==> src/rtl/mips_pkg.sv <==
// Shared MIPS HI/LO definitions: funct codes, HI/LO controller state encoding
// and the HI/LO-class funct decode.
package mips_pkg;

  localparam logic [5:0] FN_MFHI  = 6'd16;
  localparam logic [5:0] FN_MTHI  = 6'd17;
  localparam logic [5:0] FN_MFLO  = 6'd18;
  localparam logic [5:0] FN_MTLO  = 6'd19;
  localparam logic [5:0] FN_MULTU = 6'd25;
  localparam logic [5:0] FN_DIVU  = 6'd27;

  typedef enum logic [1:0] {
    ST_IDLE     = 2'd0,
    ST_DIV_WAIT = 2'd1,
    ST_MUL_WAIT = 2'd2
  } state_e;

  function automatic logic is_hilo_fn(input logic [5:0] fn);
    case (fn)
      FN_MULTU, FN_DIVU, FN_MFHI, FN_MTHI, FN_MFLO, FN_MTLO: is_hilo_fn = 1'b1;
      default:                                               is_hilo_fn = 1'b0;
    endcase
  endfunction

endpackage

==> src/rtl/hilo_ctrl_if.sv <==
// EX-stage side of the HI/LO unit: instruction issue, flush, stall and
// read-back of the architectural HI/LO registers.
interface hilo_ctrl_if #(parameter int W = 32);
  logic         op_valid;
  logic [5:0]   funct;
  logic [W-1:0] rs_data;
  logic [W-1:0] rt_data;
  logic         flush;
  logic         stall;
  logic [W-1:0] rd_data;
  logic         rd_valid;
  logic [W-1:0] hi;
  logic [W-1:0] lo;
  logic         busy;

  modport master (
    output op_valid, funct, rs_data, rt_data, flush,
    input  stall, rd_data, rd_valid, hi, lo, busy
  );

  modport slave (
    input  op_valid, funct, rs_data, rt_data, flush,
    output stall, rd_data, rd_valid, hi, lo, busy
  );
endinterface

==> src/rtl/muldiv_lat_cnt.sv <==
// Fixed-latency countdown for the multiplier/divider: load, decrement to zero,
// zero flag, synchronous clear.
module muldiv_lat_cnt #(
  parameter int CW = 5
) (
  input  logic          clk,
  input  logic          reset,
  input  logic          clr,
  input  logic          load,
  input  logic [CW-1:0] load_val,
  input  logic          dec,
  output logic          zero
);

  localparam logic [CW-1:0] CNT_ZERO = {CW{1'b0}};
  localparam logic [CW-1:0] CNT_ONE  = CW'(1);

  logic [CW-1:0] cnt_r;

  // Countdown register; saturates at zero so a stray decrement cannot wrap.
  always_ff @(posedge clk) begin
    if (reset || clr) begin
      cnt_r <= CNT_ZERO;
    end else if (load) begin
      cnt_r <= load_val;
    end else if (dec && (cnt_r != CNT_ZERO)) begin
      cnt_r <= cnt_r - CNT_ONE;
    end else begin
      cnt_r <= cnt_r;
    end
  end

  assign zero = (cnt_r == CNT_ZERO);

endmodule

==> src/rtl/hilo_ctrl.sv <==
// MIPS HI/LO unit: launches MULTU/DIVU, times their fixed latency, captures the
// 64-bit result into HI/LO, serves MFHI/MFLO/MTHI/MTLO and stalls EX while busy.
module hilo_ctrl #(
  parameter int W       = 32,
  parameter int DIV_LAT = 32,
  parameter int MUL_LAT = 32
) (
  input  logic           clk,
  input  logic           reset,
  hilo_ctrl_if.slave     bus,
  input  logic [2*W-1:0] div_result,
  input  logic [2*W-1:0] mul_result,
  output logic           div_start,
  output logic           mul_start
);
  import mips_pkg::*;

  localparam int MAX_LAT = (DIV_LAT > MUL_LAT) ? DIV_LAT : MUL_LAT;
  localparam int CW      = $clog2(MAX_LAT + 1);
  localparam logic [CW-1:0] DIV_LOAD = CW'(DIV_LAT - 1);
  localparam logic [CW-1:0] MUL_LOAD = CW'(MUL_LAT - 1);

  state_e        state_r, state_nxt;
  logic [W-1:0]  hi_r, lo_r, hi_nxt, lo_nxt;
  logic          cnt_clr_s, cnt_load_s, cnt_dec_s, cnt_zero_s;
  logic [CW-1:0] cnt_val_s;
  logic          op_hl_s;
  logic          div_start_s, mul_start_s, stall_s, rd_valid_s;
  logic [W-1:0]  rd_data_s;

  muldiv_lat_cnt #(.CW(CW)) u_lat_cnt (
    .clk      (clk),
    .reset    (reset),
    .clr      (cnt_clr_s),
    .load     (cnt_load_s),
    .load_val (cnt_val_s),
    .dec      (cnt_dec_s),
    .zero     (cnt_zero_s)
  );

  assign op_hl_s = bus.op_valid && is_hilo_fn(bus.funct);

  // State and architectural HI/LO registers.
  always_ff @(posedge clk) begin
    if (reset) begin
      state_r <= ST_IDLE;
      hi_r    <= {W{1'b0}};
      lo_r    <= {W{1'b0}};
    end else begin
      state_r <= state_nxt;
      hi_r    <= hi_nxt;
      lo_r    <= lo_nxt;
    end
  end

  // Next-state, HI/LO update and EX-side outputs; flush overrides everything.
  always_comb begin
    state_nxt   = state_r;
    hi_nxt      = hi_r;
    lo_nxt      = lo_r;
    cnt_clr_s   = 1'b0;
    cnt_load_s  = 1'b0;
    cnt_dec_s   = 1'b0;
    cnt_val_s   = {CW{1'b0}};
    div_start_s = 1'b0;
    mul_start_s = 1'b0;
    stall_s     = 1'b0;
    rd_valid_s  = 1'b0;
    rd_data_s   = {W{1'b0}};
    if (reset) begin
      state_nxt = ST_IDLE;
    end else if (bus.flush) begin
      state_nxt = ST_IDLE;
      cnt_clr_s = 1'b1;
    end else begin
      case (state_r)
        ST_IDLE: begin
          if (bus.op_valid) begin
            case (bus.funct)
              FN_DIVU: begin
                if (bus.rt_data != {W{1'b0}}) begin
                  div_start_s = 1'b1;
                  cnt_load_s  = 1'b1;
                  cnt_val_s   = DIV_LOAD;
                  state_nxt   = ST_DIV_WAIT;
                end else begin
                  hi_nxt = bus.rs_data;
                  lo_nxt = {W{1'b1}};
                end
              end
              FN_MULTU: begin
                mul_start_s = 1'b1;
                cnt_load_s  = 1'b1;
                cnt_val_s   = MUL_LOAD;
                state_nxt   = ST_MUL_WAIT;
              end
              FN_MTHI: hi_nxt = bus.rs_data;
              FN_MTLO: lo_nxt = bus.rs_data;
              FN_MFHI: begin
                rd_valid_s = 1'b1;
                rd_data_s  = hi_r;
              end
              FN_MFLO: begin
                rd_valid_s = 1'b1;
                rd_data_s  = lo_r;
              end
              default: ;
            endcase
          end else begin
            state_nxt = ST_IDLE;
          end
        end
        ST_DIV_WAIT: begin
          stall_s = op_hl_s;
          if (cnt_zero_s) begin
            hi_nxt    = div_result[2*W-1:W];
            lo_nxt    = div_result[W-1:0];
            state_nxt = ST_IDLE;
          end else begin
            cnt_dec_s = 1'b1;
          end
        end
        ST_MUL_WAIT: begin
          stall_s = op_hl_s;
          if (cnt_zero_s) begin
            hi_nxt    = mul_result[2*W-1:W];
            lo_nxt    = mul_result[W-1:0];
            state_nxt = ST_IDLE;
          end else begin
            cnt_dec_s = 1'b1;
          end
        end
        default: begin
          state_nxt = ST_IDLE;
          cnt_clr_s = 1'b1;
        end
      endcase
    end
  end

  assign div_start    = div_start_s;
  assign mul_start    = mul_start_s;
  assign bus.stall    = stall_s;
  assign bus.rd_valid = rd_valid_s;
  assign bus.rd_data  = rd_data_s;
  assign bus.hi       = hi_r;
  assign bus.lo       = lo_r;
  assign bus.busy     = (state_r != ST_IDLE);

endmodule

==> src/flat_wrapper.sv <==
// flat-port wrapper written by rule: the top's interface ports become plain ports
module hilo_ctrl_flat import mips_pkg::*;
#(
  parameter int W       = 32,
  parameter int DIV_LAT = 32,
  parameter int MUL_LAT = 32
)
  (clk, reset, div_result, mul_result, div_start, mul_start, bus_op_valid, bus_funct, bus_rs_data, bus_rt_data, bus_flush, bus_stall, bus_rd_data, bus_rd_valid, bus_hi, bus_lo, bus_busy);
  hilo_ctrl_if #(.W(W)) bus_i ();
  input  logic clk;
  input  logic reset;
  input  logic [2*W-1:0] div_result;
  input  logic [2*W-1:0] mul_result;
  output logic div_start;
  output logic mul_start;
  input wire logic [$bits(bus_i.op_valid)-1:0] bus_op_valid;
  input wire logic [$bits(bus_i.funct)-1:0] bus_funct;
  input wire logic [$bits(bus_i.rs_data)-1:0] bus_rs_data;
  input wire logic [$bits(bus_i.rt_data)-1:0] bus_rt_data;
  input wire logic [$bits(bus_i.flush)-1:0] bus_flush;
  output wire logic [$bits(bus_i.stall)-1:0] bus_stall;
  output wire logic [$bits(bus_i.rd_data)-1:0] bus_rd_data;
  output wire logic [$bits(bus_i.rd_valid)-1:0] bus_rd_valid;
  output wire logic [$bits(bus_i.hi)-1:0] bus_hi;
  output wire logic [$bits(bus_i.lo)-1:0] bus_lo;
  output wire logic [$bits(bus_i.busy)-1:0] bus_busy;
  assign bus_i.op_valid = bus_op_valid;
  assign bus_i.funct = bus_funct;
  assign bus_i.rs_data = bus_rs_data;
  assign bus_i.rt_data = bus_rt_data;
  assign bus_i.flush = bus_flush;
  assign bus_stall = bus_i.stall;
  assign bus_rd_data = bus_i.rd_data;
  assign bus_rd_valid = bus_i.rd_valid;
  assign bus_hi = bus_i.hi;
  assign bus_lo = bus_i.lo;
  assign bus_busy = bus_i.busy;
  hilo_ctrl #(.W(W), .DIV_LAT(DIV_LAT), .MUL_LAT(MUL_LAT)) u_core (.clk(clk), .reset(reset), .bus(bus_i), .div_result(div_result), .mul_result(mul_result), .div_start(div_start), .mul_start(mul_start));
endmodule
==> config.mk <==
export PLATFORM = sky130hd
export DESIGN_NAME = hilo_ctrl_flat
export DESIGN_NICKNAME = d
export VERILOG_FILES = /design/src/rtl/mips_pkg.sv /design/src/rtl/hilo_ctrl_if.sv /design/src/rtl/muldiv_lat_cnt.sv /design/src/rtl/hilo_ctrl.sv /design/src/flat_wrapper.sv
export SDC_FILE = /design/constraint.sdc
export NUM_CORES = 1
export LEC_CHECK = 0
export BUFFER_PORTS_ARGS = -buffer_cell sky130_fd_sc_hd__buf_2
export CORE_AREA = 2 2 119 121
export CTS_CLUSTER_DIAMETER = 100
export CTS_CLUSTER_SIZE = 25
export DETAILED_ROUTE_END_ITERATION = 7
export DIE_AREA = 0 0 121 123
export GPL_ROUTABILITY_DRIVEN = 0
export GPL_TIMING_DRIVEN = 0
export HOLD_SLACK_MARGIN = 0.15
export PLACE_DENSITY = 0.76
export SETUP_SLACK_MARGIN = 0.2
export SYNTH_ARGS = -nofsm -noshare
export SYNTH_HDL_FRONTEND = slang
export SYNTH_SLANG_ARGS = --single-unit
export TNS_END_PERCENT = 20
==> constraint.sdc <==
create_clock -name clk -period 5.2 [get_ports clk]
set_input_delay 1.04 -clock clk [delete_from_list [all_inputs] [get_ports clk]]
set_output_delay 1.04 -clock clk [all_outputs]
set_load 0.1 [all_outputs]
==> impl_metrics.py, run 1 <==
metrics = {
    "min_path": {
        "min_path_type": "register to register",
    },
    "critical_path": {
        "r2r_cells": 7,
        "startpoint": "u_core.state_r[0]$_SDFFE_PP0P_",
        "cp.required_ns": 4.16,
        "worstPathArrival_ns": 3.41,
        "critical_path.max_stage_delay_ns": 0.58,
        "endpoint": "bus_stall",
        "cp_common_cell": "clkbuf_1",
        "worstSetupEndpointType": "primary output",
        "cp_slowest_cell": "clkbuf_1",
        "reg2reg_to": "u_core.bus.lo[13]$_SDFFE_PP0P_",
        "reg2reg_from": "u_core.state_r[0]$_SDFFE_PP0P_",
        "startpoint_type": "register",
        "worst-setup-path-type": "register to primary output",
        "crit_fanout": 10,
        "ff2ff_setup_slack_ns": 2.46,
        "crit_path_cell_trace": "inv_1 -> ha_1 -> clkbuf_1 -> clkbuf_1 -> clkbuf_1 -> o21ai_0 -> nor3_1 -> buf_2",
    },
    "floorplanning": {
        "start_util_pct": 36.9,
        "rows": 43,
        "die_w_um": 121,
        "die-area_sq_mm": 0.0149,
        "core-area_sq_mm": 0.0136,
        "pin_count": 303,
        "chipHeight_um": 123,
    },
    "synth": {
        "ys_types": 49,
        "synth.avg_cell_area_sq_um": 7.85,
        "synth_top_area_share_pct": 28.7,
        "synthTopCellsByCount": "72 x dfxtp_1, 64 x a22oi_1, 59 x nor2_1",
        "async_flop_share_pct": 0,
        "synth-seq-cells": 72,
        "synthTopCellsByArea": "dfxtp_1 29%, a22oi_1 9.6%, mux2i_1 6.6%",
        "synth-seq-area-share_pct": 28.7,
        "ys.flop_type": "dfxtp_1",
        "syn-num-nets": 848,
        "synth_edf_count": 0,
        "yosysMostFrequentCell": "dfxtp_1",
        "synthCells": 640,
        "synth_top_area_cell": "dfxtp_1",
        "ys_warn_count": 0,
        "netlist_area_sq_mm": 0.00502,
    },
    "global_route": {
        "overflow": 0,
        "grt_max_degree": 12,
        "grt_first_pass_wirelength_um": 30700,
        "first_global_vias": 5677,
        "grt_antenna_before_repair": 0,
        "grt_use_total_pct": 27.0,
    },
    "sta": {
        "finalSetupViolations": 0,
        "slew_viol_final": 0,
        "maxSlewHeadroom_pct": 39.0,
        "fin_setup_tns_ns": 0,
        "max_freq_ghz": 0.225,
        "max_slew.worst_pin.slew_ns": 0.915,
        "hold_viol_final": 0,
        "fin_skew_ns": 0.00580,
        "period_share_pct": 85.6,
        "min_period_ns": 4.45,
        "rsz0062_at_grt": "no",
    },
    "pwr": {
        "p_leak_nw": 3.30,
        "powerDensity_mw_per_mm2": 213,
        "ir_drop_mv": 0.121,
    },
    "route": {
        "drt-initial-drc-count": 442,
        "post_drt_wl_per_cell_um": 18.6,
        "drtAntennaViolNets": 0,
        "via_count": 6176,
        "drc": 0,
        "wl_um": 21100,
        "via_per_inst": 5.44,
        "drtPass1Iterations": 5,
    },
    "clock_network": {
        "cts_buffers": 9,
        "cts_hold_buf": 0,
        "clkLatencyLatePin_ns": 0.34,
        "htree_levels": 3,
        "post-cts-setup-buffer-count": 0,
        "cts_buffer_depth": 2,
        "clockRootBuffer": "clkbuf_16",
        "cts.sinks": 72,
        "path_clk_slew_ns": 0.06,
        "ctsResizeCount": 0,
        "cts_tree": "built",
    },
    "layout": {
        "n_antenna_cell": 0,
        "fill_cells": 1410,
        "regArea_sq_mm": 0.00144,
        "multi_input_area_sq_mm": 0.00325,
        "area_growth_pct": 40.2,
        "layout-drive-gt1-share_pct": 38.0,
        "nets": 1160,
        "fin_cells": 1136,
    },
    "place": {
        "dp_cells": 1121,
        "portBuffers": 301,
        "place_hpwl_um": 16100,
    },
    "job": {
        "maxCapViolations": 0,
    },
    "run_status": {
        "status": "finished, final reports clean",
    },
}
kinds of logic (layout without fill, tap and decap cells):
kind of cell	after synthesis	in the layout	share of synthesized area [%]
AOI/OAI and AO/OA	212	212	30.5
xor gates and xnor gates	5	5	0.872
adders and majority gates	6	6	1.49
buffers and inverters	74	390	6.55
DFF	72	72	28.7
muxes	34	34	6.80
and+or+nand+nor	237	237	25.1
worst max-delay path: cells and delay by family, from the launching register on:
| kind | cells | cell delay [ns] |
|---|---|---|
| simple gates | 1 | 0.15 |
| fa+ha+maj | 1 | 0.32 |
| compound gates | 1 | 0.17 |
| flops | 1 | 0.38 |
| buf+inv | 5 | 2.04 |
layer usage:
layer  GRT usage (%)  routed length (um)  up-vias
li1                -                   -     2959
met1            36.4                9320     2917
met2            44.3               10100      272
met3            3.37                1260       28
met4            9.74                 431        0
met5               0                   0        -
cell type report:
class / count / share of cell area [%]
Timing Repair Buffer: 301 / 21.4
Buffer: 64 / 4.14
Clock buffer: 11 / 3.45
Tap cell: 180 / 3.20
Inverter: 10 / 0.533
Sequential cell: 72 / 20.5
Clock inverter: 4 / 0.640
Multi-Input combinational cell: 494 / 46.2
cells in the final DEF (no fill, tap or decap), drive strengths merged, types with 35 or more instances in the layout:
master / count
o21ai: 35
nor2: 70
a22oi: 64
clkbuf: 48
dfxtp: 72
buf: 328
nand2: 40
a21oi: 37
nand3: 37
metrics by stage:
step / utilization [%] / instance area, sq um / power [mW] / worst slack [ns] / hold WS [ns]
3_3_place_gp: 49.6 / 6760 / 0.886 / 1.12 / 0.473
4_1_cts: 51.7 / 7040 / 1.50 / 0.725 / 0.485
5_1_grt: 51.7 / 7040 / 1.55 / 0.579 / 0.504
2_1_floorplan: - / 5020 / 0.764 / 0.434 / 0.468
6_report: 51.7 / 7040 / 1.50 / 0.751 / 0.484
3_5_place_dp: 49.6 / 6760 / 0.889 / 1.10 / 0.476
worst min path at each step:
stage / depth (start not counted) / start / end
after floorplan: 2 / u_core.state_r[1]$_SDFFE_PP0P_ / u_core.state_r[1]$_SDFFE_PP0P_
after global placement: 2 / u_core.bus.lo[11]$_SDFFE_PP0P_ / u_core.bus.lo[11]$_SDFFE_PP0P_
after detailed placement: 2 / u_core.bus.lo[27]$_SDFFE_PP0P_ / u_core.bus.lo[27]$_SDFFE_PP0P_
after CTS: 2 / u_core.bus.lo[30]$_SDFFE_PP0P_ / u_core.bus.lo[30]$_SDFFE_PP0P_
after global routing: 2 / u_core.bus.lo[5]$_SDFFE_PP0P_ / u_core.bus.lo[5]$_SDFFE_PP0P_
final: 2 / u_core.bus.lo[5]$_SDFFE_PP0P_ / u_core.bus.lo[5]$_SDFFE_PP0P_
power breakdown:
part | total, mW | leakage [nW] | switching, mW | internal (mW)
clock network | 0.618 | 0.145 | 0.238 | 0.380
registers | 0.571 | 0.581 | 0.00898 | 0.562
logic | 0.309 | 2.57 | 0.194 | 0.116
total | 1.50 | 3.30 | 0.441 | 1.06
registers in the layout (all words and copies together), names as in the netlist:
name	flops
u_core.bus.hi	32
u_core.u_lat_cnt.cnt_r	6
u_core.bus.lo	32
u_core.state_r	2
No activity file was read; power rests on OpenSTA's default activity.
==> inputs of run 2 (changes only) <==
- CELL_PAD_IN_SITES_DETAIL_PLACEMENT: not set -> 1
- CELL_PAD_IN_SITES_GLOBAL_PLACEMENT: not set -> 1
- CORE_AREA: 2 2 119 121 -> not set
- CORE_UTILIZATION: not set -> 32
- DIE_AREA: 0 0 121 123 -> not set
- PLACE_DENSITY: 0.76 -> 0.92
==> run 2 against run 1 <==
Global-route usage rose by 2.3 points. Cell count is 2.9% higher. Setup slack worse by 0.15 ns. Power grew 4.1%. Maximum frequency fell by 3.4%. Clock skew rose by 0.0012 ns. Hold slack improved by 0.0071 ns. Critical path depth unchanged. Core utilization shrank 5.1 points. Sequential share of layout area decreased by 0.20 points. Final area up 0.98%. Sequential cell count unchanged.
==> impl_metrics.py, run 2 (same netlist as run 1, synthesis figures left out) <==
metrics = {
    "place": {
        "place_hpwl_um": 18500,
        "portBuffers": 301,
        "dp_cells": 1152,
        "post_dp_cell_area_sq_mm": 0.00679,
        "dp_slack_ns": 0.950,
    },
    "sta": {
        "maxSlewHeadroom_pct": 39.3,
        "finalSetupViolations": 0,
        "period_share_pct": 88.5,
        "max_slew.worst_pin.slew_ns": 0.910,
        "slew_viol_final": 0,
        "fin_skew_ns": 0.00704,
        "hold_viol_final": 0,
        "min_period_ns": 4.60,
        "rsz0062_at_grt": "no",
        "fin_setup_tns_ns": 0,
        "max_freq_ghz": 0.217,
        "finalWorstSetupSlack_ns": 0.596,
    },
    "global_route": {
        "grt_antenna_before_repair": 1,
        "first_global_vias": 6470,
        "grt_use_total_pct": 29.3,
        "grt_first_pass_wirelength_um": 35900,
        "overflow": 0,
        "grt_max_degree": 12,
    },
    "clock_network": {
        "ctsResizeCount": 0,
        "clkLatencyLatePin_ns": 0.34,
        "clockRootBuffer": "clkbuf_16",
        "cts.sinks": 72,
        "cts_hold_buf": 0,
        "cts_buffer_depth": 2,
        "post-cts-setup-buffer-count": 0,
        "cts_tree": "built",
        "htree_levels": 3,
        "cts_buffers": 9,
        "path_clk_slew_ns": 0.05,
    },
    "pwr": {
        "p_leak_nw": 3.31,
        "powerDensity_mw_per_mm2": 219,
        "ir_drop_mv": 0.151,
        "total_power_mw": 1.56,
    },
    "route": {
        "drt-initial-drc-count": 346,
        "highest_layer": "met4",
        "via_count": 6322,
        "wl_met2_um": 12000,
        "post_drt_wl_per_cell_um": 20.4,
        "drc": 0,
        "drtPass1Iterations": 5,
        "dr_wl_met3_um": 1340,
        "wl_um": 23900,
        "via_per_inst": 5.41,
        "drtAntennaViolNets": 0,
        "m1WireLength_um": 9980,
    },
    "floorplanning": {
        "die-area_sq_mm": 0.0162,
        "core-area_sq_mm": 0.0153,
        "pin_count": 303,
        "die_w_um": 127,
        "start_util_pct": 32.9,
        "rows": 45,
        "chipHeight_um": 127,
    },
    "critical_path": {
        "cp.required_ns": 4.16,
        "worst-setup-path-type": "register to primary output",
        "cp_slowest_cell": "clkbuf_1",
        "crit_fanout": 10,
        "critical_path.max_stage_delay_ns": 0.56,
        "crit_path_cell_trace": "inv_1 -> ha_1 -> clkbuf_1 -> clkbuf_1 -> clkbuf_1 -> o21ai_0 -> nor3_1 -> buf_2",
        "cp_common_cell": "clkbuf_1",
        "worstPathArrival_ns": 3.56,
        "worstSetupEndpointType": "primary output",
        "startpoint_type": "register",
    },
    "run_status": {
        "status": "finished, final reports clean",
    },
    "layout": {
        "final_common_cell": "buf_2",
        "area_growth_pct": 41.6,
        "nets": 1160,
        "fin_cells": 1169,
        "layout-drive-gt1-share_pct": 37.8,
        "most-common-layout-cells": "309 x buf_2, 72 x dfxtp_1, 64 x a22oi_1",
        "design_area_sq_mm": 0.00711,
    },
    "job": {
        "maxCapViolations": 0,
    },
    "min_path": {
        "min_path_type": "register to register",
    },
}
-- run 2: changes by cell type in the layout (fill, tap and decap cells not counted), sizes merged --
| cell | previous run | this run |
|---|---|---|
| clkinv | 3 | 1 |
| bufinv | 1 | 2 |
| diode | 0 | 1 |
| clkbuf | 48 | 50 |
-- run 2: routing by layer --
| layer | track usage, % | vias up |
|---|---|---|
| met3 | 4.73 | 38 |
| met5 | 0 | - |
| met4 | 10.6 | 0 |
| met1 | 35.5 | 3072 |
| li1 | - | 2970 |
| met2 | 52.2 | 242 |
-- run 2: path summary, 6_finish.rpt --
| path | startpoint | slack (ns) | to | depth (start not counted) |
|---|---|---|---|---|
| max | u_core.state_r[1]$_SDFFE_PP0P_ | 0.60 | bus_stall | 8 |
| min | u_core.bus.lo[27]$_SDFFE_PP0P_ | 0.49 | u_core.bus.lo[27]$_SDFFE_PP0P_ | 2 |
| min reg2reg | u_core.bus.lo[27]$_SDFFE_PP0P_ | 0.49 | u_core.bus.lo[27]$_SDFFE_PP0P_ | 2 |
| max reg2reg | u_core.state_r[1]$_SDFFE_PP0P_ | 2.35 | u_core.bus.lo[9]$_SDFFE_PP0P_ | 7 |
-- run 2: cell type report --
cell class | count | area [sq um]
clock inverters | 3 | 65.1
repair buffers | 301 | 1510
fillers | 1990 | 8150
multi-input cells | 494 | 3250
well taps | 211 | 264
diodes | 1 | 2.50
plain buffers | 64 | 292
clock buffers | 13 | 250
flip-flops and latches | 72 | 1440
inverters | 10 | 37.5
-- run 2: power by group --
group | total, mW | internal (mW) | switching, mW
registers | 0.571 | 0.562 | 0.00905
clock network | 0.672 | 0.433 | 0.239
logic | 0.316 | 0.116 | 0.200
total | 1.56 | 1.11 | 0.449
-- run 2: metrics by stage --
stage	utilization [%]	hold slack (ns)
3_5_place_dp	44.5	0.479
6_report	46.6	0.491
2_1_floorplan	-	0.468
3_3_place_gp	44.5	0.468
5_1_grt	46.6	0.520
4_1_cts	46.6	0.489
-- run 2: critical path: cells and delay by family, from the launching register on --
family                   cells  cell delay [ns]
flip-flops                   1             0.41
AO/OA/AOI/OAI                1             0.19
adder cells (fa/ha/maj)      1             0.33
buffers and inverters        5             2.12
AND/OR/NAND/NOR              1             0.17
==> inputs of run 3 (changes only) <==
- RECOVER_POWER: not set -> 100
==> run 3 against run 2 <==
Register-to-register slack got worse by 0.28 ns. Non-clock buffer count unchanged. Sequential power about the same. Setup slack got worse by 0.032 ns. Clock skew shrank 0.00067 ns. Hold slack improved by 0.0032 ns. Final area down 2.8%. Sequential share of layout area grew 0.58 points. Clock-buffer cell count unchanged. Critical path type unchanged. Largest power group unchanged.
==> impl_metrics.py, run 3 (same netlist as run 1, synthesis figures left out) <==
metrics = {
    "pwr": {
        "clkPwrFrac_pct": 43.3,
        "ir_drop_mv": 0.150,
        "p_leak_nw": 2.84,
        "p_sw_uw": 448,
        "power.share.combinational_pct": 20.0,
        "p_sw_share_pct": 28.8,
        "powerDensity_mw_per_mm2": 225,
        "seq_power_share_pct": 36.8,
        "p_int_mw": 1.11,
    },
    "clock_network": {
        "htree_levels": 3,
        "cts_buffers": 9,
        "cts_tree": "built",
        "cts_hold_buf": 0,
        "clkLatencyLatePin_ns": 0.34,
        "cts.sinks": 72,
        "path_clk_slew_ns": 0.06,
        "clockRootBuffer": "clkbuf_16",
        "ctsResizeCount": 0,
        "post-cts-setup-buffer-count": 0,
        "cts_buffer_depth": 2,
    },
    "route": {
        "wl_um": 24000,
        "via_per_inst": 5.42,
        "m1WireLength_um": 10100,
        "drtAntennaViolNets": 0,
        "drtPass1Iterations": 5,
        "via_count": 6336,
        "dr_wl_met3_um": 1330,
        "post_drt_wl_per_cell_um": 20.5,
        "wl_met2_um": 12000,
        "highest_layer": "met4",
        "drt-initial-drc-count": 344,
        "drc": 0,
    },
    "global_route": {
        "first_global_vias": 6470,
        "grt_antenna_before_repair": 1,
        "grt_max_degree": 12,
        "grt_use_total_pct": 29.3,
        "overflow": 0,
        "grt_first_pass_wirelength_um": 35900,
    },
    "critical_path": {
        "path_delay_family": "buffers and inverters",
        "critical_path.max_stage_delay_ns": 0.57,
        "crit_path_cell_trace": "inv_1 -> ha_1 -> clkbuf_1 -> clkbuf_1 -> clkbuf_1 -> o21ai_0 -> nor3_1 -> clkbuf_2",
        "cp_slowest_cell": "clkbuf_1",
        "r2r_cells": 8,
        "worst-path-buf-inv": 5,
        "cp.required_ns": 4.16,
        "cp_common_cell": "clkbuf_1",
        "startpoint_type": "register",
        "reg2reg_from": "u_core.state_r[1]$_SDFFE_PP0P_",
        "ff2ff_setup_slack_ns": 2.07,
        "worstSetupEndpointType": "primary output",
        "crit_cells": 8,
        "worstPathArrival_ns": 3.60,
        "reg2reg_to": "u_core.bus.lo[25]$_SDFFE_PP0P_",
        "crit_fanout": 10,
        "worst-setup-path-type": "register to primary output",
        "startpoint": "u_core.state_r[1]$_SDFFE_PP0P_",
    },
    "place": {
        "dp_cells": 1152,
        "dp_slack_ns": 0.950,
        "portBuffers": 301,
        "post_dp_cell_area_sq_mm": 0.00679,
        "place_hpwl_um": 18500,
    },
    "min_path": {
        "min_delay_worst_endpoint": "u_core.bus.lo[29]$_SDFFE_PP0P_",
        "holdPathStages": 2,
        "min_path_type": "register to register",
        "min-delay-start": "u_core.bus.lo[29]$_SDFFE_PP0P_",
    },
    "sta": {
        "finalSetupViolations": 0,
        "min_period_ns": 4.64,
        "maxSlewHeadroom_pct": 15.4,
        "period_share_pct": 89.1,
        "finalWorstSetupSlack_ns": 0.564,
        "hold_viol_final": 0,
        "slew_viol_final": 0,
        "max_slew.worst_pin.slew_ns": 1.27,
        "rsz0062_at_grt": "no",
        "fin_setup_tns_ns": 0,
        "fin_skew_ns": 0.00637,
        "max_freq_ghz": 0.216,
    },
    "layout": {
        "regArea_sq_mm": 0.00144,
        "design_area_sq_mm": 0.00692,
        "multi_input_area_sq_mm": 0.00319,
        "area_growth_pct": 37.7,
        "final_common_cell": "buf_2",
        "fin_cells": 1169,
        "nets": 1160,
        "most-common-layout-cells": "204 x buf_2, 145 x clkbuf_1, 72 x dfxtp_1",
        "layout-drive-gt1-share_pct": 25.8,
        "fill_cells": 2037,
    },
    "floorplanning": {
        "pin_count": 303,
        "die_w_um": 127,
        "rows": 45,
        "core-area_sq_mm": 0.0153,
        "die-area_sq_mm": 0.0162,
        "chipHeight_um": 127,
        "start_util_pct": 32.9,
    },
    "job": {
        "maxCapViolations": 0,
    },
    "run_status": {
        "status": "finished, final reports clean",
    },
}
==> run 3: cell count changes in the layout (fill, tap and decap cells not counted), sizes merged <==
cell / change
buf: -109
clkbuf: +109
==> run 3: layer usage <==
metal	up-vias	GRT usage (%)
met5	-	0
met4	0	10.6
met3	40	4.73
met2	270	52.2
met1	3065	35.5
li1	2961	-
==> run 3: worst max-delay path by stage <==
stage,endpoint,slack [ns]
floorplan,bus_stall,0.43
global placement,bus_stall,1.03
detailed placement,bus_stall,0.95
CTS,bus_stall,0.57
global route,bus_stall,0.26
finish,bus_stall,0.56
==> run 3: metrics by stage <==
| stage | utilization [%] | total power [mW] | hold slack, ns |
|---|---|---|---|
| 5_1_grt | 45.3 | 1.60 | 0.522 |
| 2_1_floorplan | - | 0.764 | 0.468 |
| 3_3_place_gp | 44.5 | 0.890 | 0.468 |
| 3_5_place_dp | 44.5 | 0.896 | 0.479 |
| 4_1_cts | 46.6 | 1.56 | 0.489 |
| 6_report | 45.3 | 1.55 | 0.494 |
==> run 3: final cells by class <==
class	instances	share of cell area (%)
Inverter	10	0.543
Buffer	64	4.07
Clock inverter	3	0.941
Timing Repair Buffer	301	19.9
Antenna cell	1	0.0362
Sequential cell	72	20.8
Multi-Input combinational cell	494	46.2
Tap cell	211	3.82
Clock buffer	13	3.62
==> run 3: worst reg2reg max path, delay by kind of cell, from the launching register on <==
kind                     cells  cell delay, ns
AND/OR/NAND/NOR              3            0.95
buffers and inverters        2            0.70
adder cells (fa/ha/maj)      1            0.29
flip-flops                   1            0.35
AO/OA/AOI/OAI                2            0.69
==> run 3: power groups by stage <==
stage          sequential (mW)  combinational (mW)  clock (mW)
5_1_grt                  0.572               0.331       0.700
6_report                 0.571               0.311       0.672
4_1_cts                  0.571               0.315       0.678
3_5_place_dp             0.583               0.313           0
3_3_place_gp             0.582               0.307           0
2_1_floorplan            0.650               0.114           0
